`src/rtl/sample_frame_sequencer_pkg.sv`:
```
// audio_pkg: shared widths, defaults, sequencer state encodings and counter helper
package audio_pkg;
    localparam int AUDIO_DATA_WIDTH   = 32;
    localparam int AUDIO_SAMPLE_WIDTH = 24;
    localparam int AUDIO_FRAME_LEN    = 1024;
    localparam int AUDIO_FIFO_DEPTH   = 4;
    localparam logic [1:0] ST_IDLE  = 2'd0;
    localparam logic [1:0] ST_ALIGN = 2'd1;
    localparam logic [1:0] ST_LEFT  = 2'd2;
    localparam logic [1:0] ST_RIGHT = 2'd3;
    function automatic logic [15:0] sat_inc(input logic [15:0] v);
        return (v == 16'hFFFF) ? v : v + 16'd1;
    endfunction
endpackage

```
`src/rtl/sample_frame_sequencer_fifo.sv`:
```
// sample_fifo: synchronous FIFO buffering framed mono samples toward the output stream
module sample_fifo
    import audio_pkg::*;
#(
    parameter int DEPTH = AUDIO_FIFO_DEPTH,
    parameter int WIDTH = AUDIO_DATA_WIDTH + 1
) (
    input  logic             clk,
    input  logic             resetn,
    input  logic             wr_en,
    input  logic [WIDTH-1:0] wr_data,
    input  logic             rd_en,
    output logic [WIDTH-1:0] rd_data,
    output logic             full,
    output logic             empty
);
    localparam int AW = (DEPTH > 1) ? $clog2(DEPTH) : 1;
    logic [WIDTH-1:0] mem [DEPTH];
    logic [AW-1:0]    wp;
    logic [AW-1:0]    rp;
    logic [AW:0]      cnt;
    logic             rd_ok;
    logic             wr_ok;
    assign empty   = (cnt == '0);
    assign full    = (cnt == (AW+1)'(DEPTH));
    assign rd_ok   = rd_en & ~empty;
    assign wr_ok   = wr_en & (~full | rd_ok);
    assign rd_data = mem[rp];
    // Storage needs no reset: the head word is masked by the consumer while empty
    always_ff @(posedge clk)
        if (wr_ok) mem[wp] <= wr_data;
    // Pointers and occupancy; a same-cycle read frees the slot a full-FIFO write needs
    always_ff @(posedge clk or negedge resetn)
        if (!resetn) begin
            wp  <= '0;
            rp  <= '0;
            cnt <= '0;
        end else begin
            if (wr_ok) wp <= (wp == AW'(DEPTH-1)) ? '0 : wp + AW'(1);
            if (rd_ok) rp <= (rp == AW'(DEPTH-1)) ? '0 : rp + AW'(1);
            cnt <= cnt + (AW+1)'(wr_ok) - (AW+1)'(rd_ok);
        end
endmodule

```
`src/rtl/sample_frame_sequencer.sv`:
```
// sample_frame_sequencer: pairs I2S stereo words into mono samples and frames them onto AXI-Stream
module sample_frame_sequencer
    import audio_pkg::*;
#(
    parameter int DATA_WIDTH   = AUDIO_DATA_WIDTH,
    parameter int SAMPLE_WIDTH = AUDIO_SAMPLE_WIDTH,
    parameter int FRAME_LEN    = AUDIO_FRAME_LEN,
    parameter int FIFO_DEPTH   = AUDIO_FIFO_DEPTH
) (
    input  logic                  clk,
    input  logic                  resetn,
    input  logic                  enable,
    input  logic                  S_AXIS_TVALID,
    output logic                  S_AXIS_TREADY,
    input  logic [DATA_WIDTH-1:0] S_AXIS_TDATA,
    input  logic                  S_AXIS_TLAST,
    output logic                  M_AXIS_TVALID,
    input  logic                  M_AXIS_TREADY,
    output logic [DATA_WIDTH-1:0] M_AXIS_TDATA,
    output logic                  M_AXIS_TLAST,
    output logic                  busy,
    output logic [15:0]           overflow_count,
    output logic [15:0]           resync_count,
    output logic [15:0]           frame_count
);
    localparam int IW  = (FRAME_LEN > 1) ? $clog2(FRAME_LEN) : 1;
    localparam int PAD = DATA_WIDTH - SAMPLE_WIDTH;
    logic [1:0]              state;
    logic [1:0]              state_nxt;
    logic [IW-1:0]           idx;
    logic [SAMPLE_WIDTH-1:0] left;
    logic [SAMPLE_WIDTH-1:0] pend_data;
    logic                    pend_valid;
    logic [SAMPLE_WIDTH-1:0] s_sample;
    logic [SAMPLE_WIDTH:0]   sum;
    logic                    hs;
    logic                    rd;
    logic                    wr;
    logic                    at_last;
    logic                    last_wr;
    logic                    stop_now;
    logic                    launch;
    logic                    bad_order;
    logic                    fifo_full;
    logic                    fifo_empty;
    logic [DATA_WIDTH:0]     fifo_din;
    logic [DATA_WIDTH:0]     fifo_dout;
    logic                    unused_bits;
    // The audio source is never back-pressured; ready only drops while in reset
    assign S_AXIS_TREADY = resetn;
    assign hs            = S_AXIS_TVALID & S_AXIS_TREADY;
    assign s_sample      = S_AXIS_TDATA[DATA_WIDTH-1 -: SAMPLE_WIDTH];
    assign sum           = {left[SAMPLE_WIDTH-1], left} + {s_sample[SAMPLE_WIDTH-1], s_sample};
    assign rd            = M_AXIS_TVALID & M_AXIS_TREADY;
    assign wr            = pend_valid & (~fifo_full | rd);
    assign at_last       = (idx == IW'(FRAME_LEN-1));
    assign last_wr       = wr & at_last;
    // Stop immediately only at a clean frame boundary with nothing in flight; otherwise finish the frame
    assign stop_now      = (state != ST_IDLE) & ~enable &
                           (last_wr | ((idx == '0) & ~pend_valid & ((state == ST_LEFT) | (state == ST_ALIGN))));
    assign launch        = (state == ST_RIGHT) & hs & S_AXIS_TLAST & ~stop_now;
    assign bad_order     = hs & (((state == ST_LEFT) & S_AXIS_TLAST) | ((state == ST_RIGHT) & ~S_AXIS_TLAST));
    assign fifo_din      = {at_last, pend_data, {PAD{1'b0}}};
    assign M_AXIS_TVALID = ~fifo_empty;
    assign M_AXIS_TDATA  = fifo_empty ? '0 : fifo_dout[DATA_WIDTH-1:0];
    assign M_AXIS_TLAST  = ~fifo_empty & fifo_dout[DATA_WIDTH];
    assign busy          = (state != ST_IDLE) | ~fifo_empty;
    assign unused_bits   = ^{S_AXIS_TDATA[PAD-1:0], sum[0]};
    // Channel tracking: align on a right word, then alternate left/right; wrong-order words hold position
    always_comb
        state_nxt = stop_now             ? ST_IDLE :
                    (state == ST_IDLE)   ? (enable ? ST_ALIGN : ST_IDLE) :
                    ~hs                  ? state :
                    (state == ST_LEFT)   ? (S_AXIS_TLAST ? ST_LEFT : ST_RIGHT) :
                    S_AXIS_TLAST         ? ST_LEFT : state;
    // State register
    always_ff @(posedge clk or negedge resetn)
        if (!resetn) state <= ST_IDLE;
        else         state <= state_nxt;
    // Left-word latch and one-cycle mono pipeline stage feeding the FIFO write
    always_ff @(posedge clk or negedge resetn)
        if (!resetn) begin
            left       <= '0;
            pend_data  <= '0;
            pend_valid <= 1'b0;
        end else begin
            if (hs & ~S_AXIS_TLAST & ((state == ST_LEFT) | (state == ST_RIGHT))) left <= s_sample;
            if (launch) pend_data <= sum[SAMPLE_WIDTH:1];
            pend_valid <= launch;
        end
    // Frame index advances only on accepted writes; drop/resync/frame statistics
    always_ff @(posedge clk or negedge resetn)
        if (!resetn) begin
            idx            <= '0;
            overflow_count <= '0;
            resync_count   <= '0;
            frame_count    <= '0;
        end else begin
            if (wr) idx <= at_last ? '0 : idx + IW'(1);
            if (last_wr) frame_count <= frame_count + 16'd1;
            if (pend_valid & ~wr) overflow_count <= sat_inc(overflow_count);
            if (bad_order) resync_count <= sat_inc(resync_count);
        end
    sample_fifo #(
        .DEPTH (FIFO_DEPTH),
        .WIDTH (DATA_WIDTH + 1)
    ) u_fifo (
        .clk     (clk),
        .resetn  (resetn),
        .wr_en   (wr),
        .wr_data (fifo_din),
        .rd_en   (rd),
        .rd_data (fifo_dout),
        .full    (fifo_full),
        .empty   (fifo_empty)
    );
endmodule
```
`config.mk`:
```
export PLATFORM = sky130hd
export DESIGN_NAME = sample_frame_sequencer
export DESIGN_NICKNAME = d
export VERILOG_FILES = /design/src/rtl/sample_frame_sequencer_pkg.sv /design/src/rtl/sample_frame_sequencer_fifo.sv /design/src/rtl/sample_frame_sequencer.sv
export SDC_FILE = /design/constraint.sdc
export NUM_CORES = 1
export LEC_CHECK = 0
export CAP_MARGIN = 15
export CORE_UTILIZATION = 32
export CTS_BUF_LIST = sky130_fd_sc_hd__clkbuf_4
export DETAILED_ROUTE_END_ITERATION = 10
export PLACE_DENSITY = 0.55
export SYNTH_ARGS = -nofsm -noshare
export SYNTH_HDL_FRONTEND = slang
export SYNTH_SLANG_ARGS = --single-unit
```
`constraint.sdc`:
```
create_clock -name clk -period 3.1 [get_ports clk]
set_input_delay 0.465 -clock clk [delete_from_list [all_inputs] [get_ports clk]]
set_output_delay 0.465 -clock clk [all_outputs]
set_load 0.05 [all_outputs]
```
==> results.md <==
* Mapped Area at 0.01009 mm²
* Post-route DRC at 4
* Gr ovfl total at 0
* Routed WL per cell at 15.36 µm
* Post-Synthesis Cells at 772
* Slew @ Worst Pin at 732.8 ps
* Clock transition at the registers of the reported paths at 70 ps
* Die width at 179.6 µm
* Drt initial violations at 300
* Ys async rst share at 0.5370
* Syn_area_per_cell at 13.07 µm²
* Reg2reg start: left[0]
* Row count at 64
* Area of the multi-input gates at 0.003941 mm²
* Clock tree buffer depth at 3
* Skew-Pair Late Insertion Delay at 700 ps
* CTS tree: built
* CP Class: register to output pin
* Root buffer cell: clkbuf_4
* CP max-delay cell: mux4_2
* Initial core utilization at 0.3274
* Synth warn at 0
* Worst hold path class: primary input to async pin
* Static leakage at 0.005088 µW
* Layout fillers at 2924
* Register area share after synthesis at 0.5852
* Slew margin rel. at 0.5114
* Final setup vio count at 0
* Max Fclk at 363.9 MHz
* Vias in the first global route at 6510
* Antenna viol nets, final at 0
* #FFs+latches synth at 216
* Outcome: complete, but fails checks
* Die Area at 0.03225 mm²
* NumNets Final at 1011
* Max-slew violations at 0
* Tcrit/Tclk final at 0.8864
* Post-synth EDFFs at 100
* Startpoint types: register
* Worst Path Required at 2630 ps
* Share of cells above drive strength 1 at 0.2214
* WP buf/inv at 2
* Sequential Area at 0.005906 mm²
* Peak supply drop at 0.3250 mV
* Family with the most delay on the worst path: multiplexers
* CTS sink cnt at 216
* Ports at 122
* Most frequent cells in the layout: dfrtp_1 (116), edfxtp_1 (100), clkbuf_4 (90)
* First-pass GRT wire length at 34.88 mm
* Tmin final at 2748 ps
* Core area at 0.03083 mm²
* Largest net degree at the start of global routing at 57
* Failing checks: DRC
* H-tree depth at 2
* Post-Route WL at 21.15 mm
* Post-CTS Setup Bufs at 0
* Crit. End Element: output pin
* CP peak stage delay at 580 ps
* DP HPWL at 14.42 mm
* Via count at 6471
* Final Skew at 55.35 ps
* Unrepaired setup endpoints after global routing: false
* Synth-to-Final Area Change at 23.00%
* Worst path cell trace: buf_12 > mux4_2 > and2_1 > buf_4
* Number of CTS-inserted buffers at 56
* Initial antenna violation count at 1
* Distinct cells, synth at 63
* Die span in y at 179.6 µm
* Ys flop type: dfrtp_1
* TritonRoute pass-1 iters at 7
* Drt via density at 4.699
* Total negative slack at 0 ps
* Port bufs at 105
* Total power at 10800 µW
* Gpl congestion at 0.7679
* Most common cell after layout, fill and taps aside: dfrtp_1
* Hold Vio Cnt, Final at 0
* Maxcap violations at 0
* Crit path from: u_fifo.rp[0]
* Total Routing Usage GR at 0.1350
* Crit path DAT at 2280 ps
* Worst Path Max Fanout at 28
* Power Density at 869.9 mW/mm²
[layer usage]
metal / vias up / share of wire / wire [µm] / global-route usage
met1: 3152 / 0.49 / 10330 / 0.1886
met5: - / 0 / 0 / 0
met2: 130 / 0.45 / 9453 / 0.2072
met3: 30 / 0.049 / 1028 / 0.02978
met4: 0 / 0.016 / 340 / 0.04621
li1: 3159 / - / - / -
[power breakdown]
| group | internal [µW] | switching, µW | leakage (µW) |
|---|---|---|---|
| Combinational | 1740 | 2520 | 0.00223 |
| Sequential | 3600 | 431 | 0.00241 |
| Clock | 1330 | 1180 | 0.000451 |
[cell usage after synthesis, types with 12 or more instances]
cell      count  share of area
o21ai_0      23          0.011
a21oi_1      40          0.020
clkbuf_1     20         0.0074
nand4_1      24          0.015
dfrtp_1     116           0.29
nor2_1       42          0.016
xor2_1       23          0.020
mux4_2       25          0.056
edfxtp_1    100           0.30
nand3_1      19         0.0094
inv_1        25         0.0093
xnor2_1      47          0.041
mux2_2       31          0.035
nand2_1      56          0.021
and2_1       31          0.019
ha_1         38          0.047
nor3_1       12         0.0060
[worst register-to-register path: stages (launching register included)]
cell and delay (ps):
dfrtp_1 380, and2_1 150, fa_1 380, a21o_1 180
a311oi_1 350, or3b_2 220, o211ai_2 140, a31oi_1 220
xnor2_1 90, mux2_1 280
[cell families (layout without fill, tap and decap cells)]
kind of cell	after synthesis	count (layout)	synth area share
adders and majority gates	40	40	0.05108
and+or+nand+nor	216	216	0.1124
buffers and inverters	61	262	0.02814
other	1	9	0.0003716
DFF	216	216	0.5852
AOI/OAI and AO/OA	105	105	0.06435
muxes	63	63	0.09769
xor gates and xnor gates	70	70	0.06075
[state kept, by name (all words and copies together) (netlist names)]
signal and count:
frame_count 16, idx 10, left 24, overflow_count 16, pend_data 24, pend_valid 1, resync_count 16, state 2
u_fifo.cnt 3, u_fifo.mem 100, u_fifo.rp 2, u_fifo.wp 2
[path summary, 6_finish.rpt]
path                       slack [ps]                to  cells past startpoint
max                               350  M_AXIS_TDATA[11]                      4
min                               200          state[1]                      2
max reg2reg                       610     pend_data[21]                      9
min reg2reg                       480   frame_count[15]                      1
max in group asynchronous        1590      pend_data[2]                      4
min in group clk                  430           left[8]                      2
[area by class of cell]
type | instances | area share
clock inverter | 15 | 0.006451
multi-input combinational | 502 | 0.3175
sequential | 216 | 0.4758
timing repair buffer | 132 | 0.09818
inverter | 25 | 0.007560
clock buffer | 90 | 0.05443
tap | 396 | 0.03992
antenna | 1 | 0.0002016
[what timing repair did]
| item | CTS | global route |
|---|---|---|
| resized for setup | 0 | 1 |
| endpoints found under the setup margin | 0 | 1 |
| hold endpoints to repair | 60 | 0 |
| hold buffers | 1 | 0 |
[stage by stage]
stage / instances / utilization / hold WS [ps] / setup slack (ps) / cell area, µm²
after floorplan: 779 / - / 169.4 / 662.4 / 10120
after global placement: 1270 / 0.3776 / 316.3 / 21.53 / 11640
after detailed placement: 1270 / 0.3776 / 317.0 / 17.23 / 11640
after CTS: 1376 / 0.4025 / 119.2 / 28.81 / 12410
after global routing: 1377 / 0.4026 / 130.9 / 144.8 / 12410
final: 1377 / 0.4026 / 199.8 / 352.2 / 12410
(Power assumes the default switching activity.)
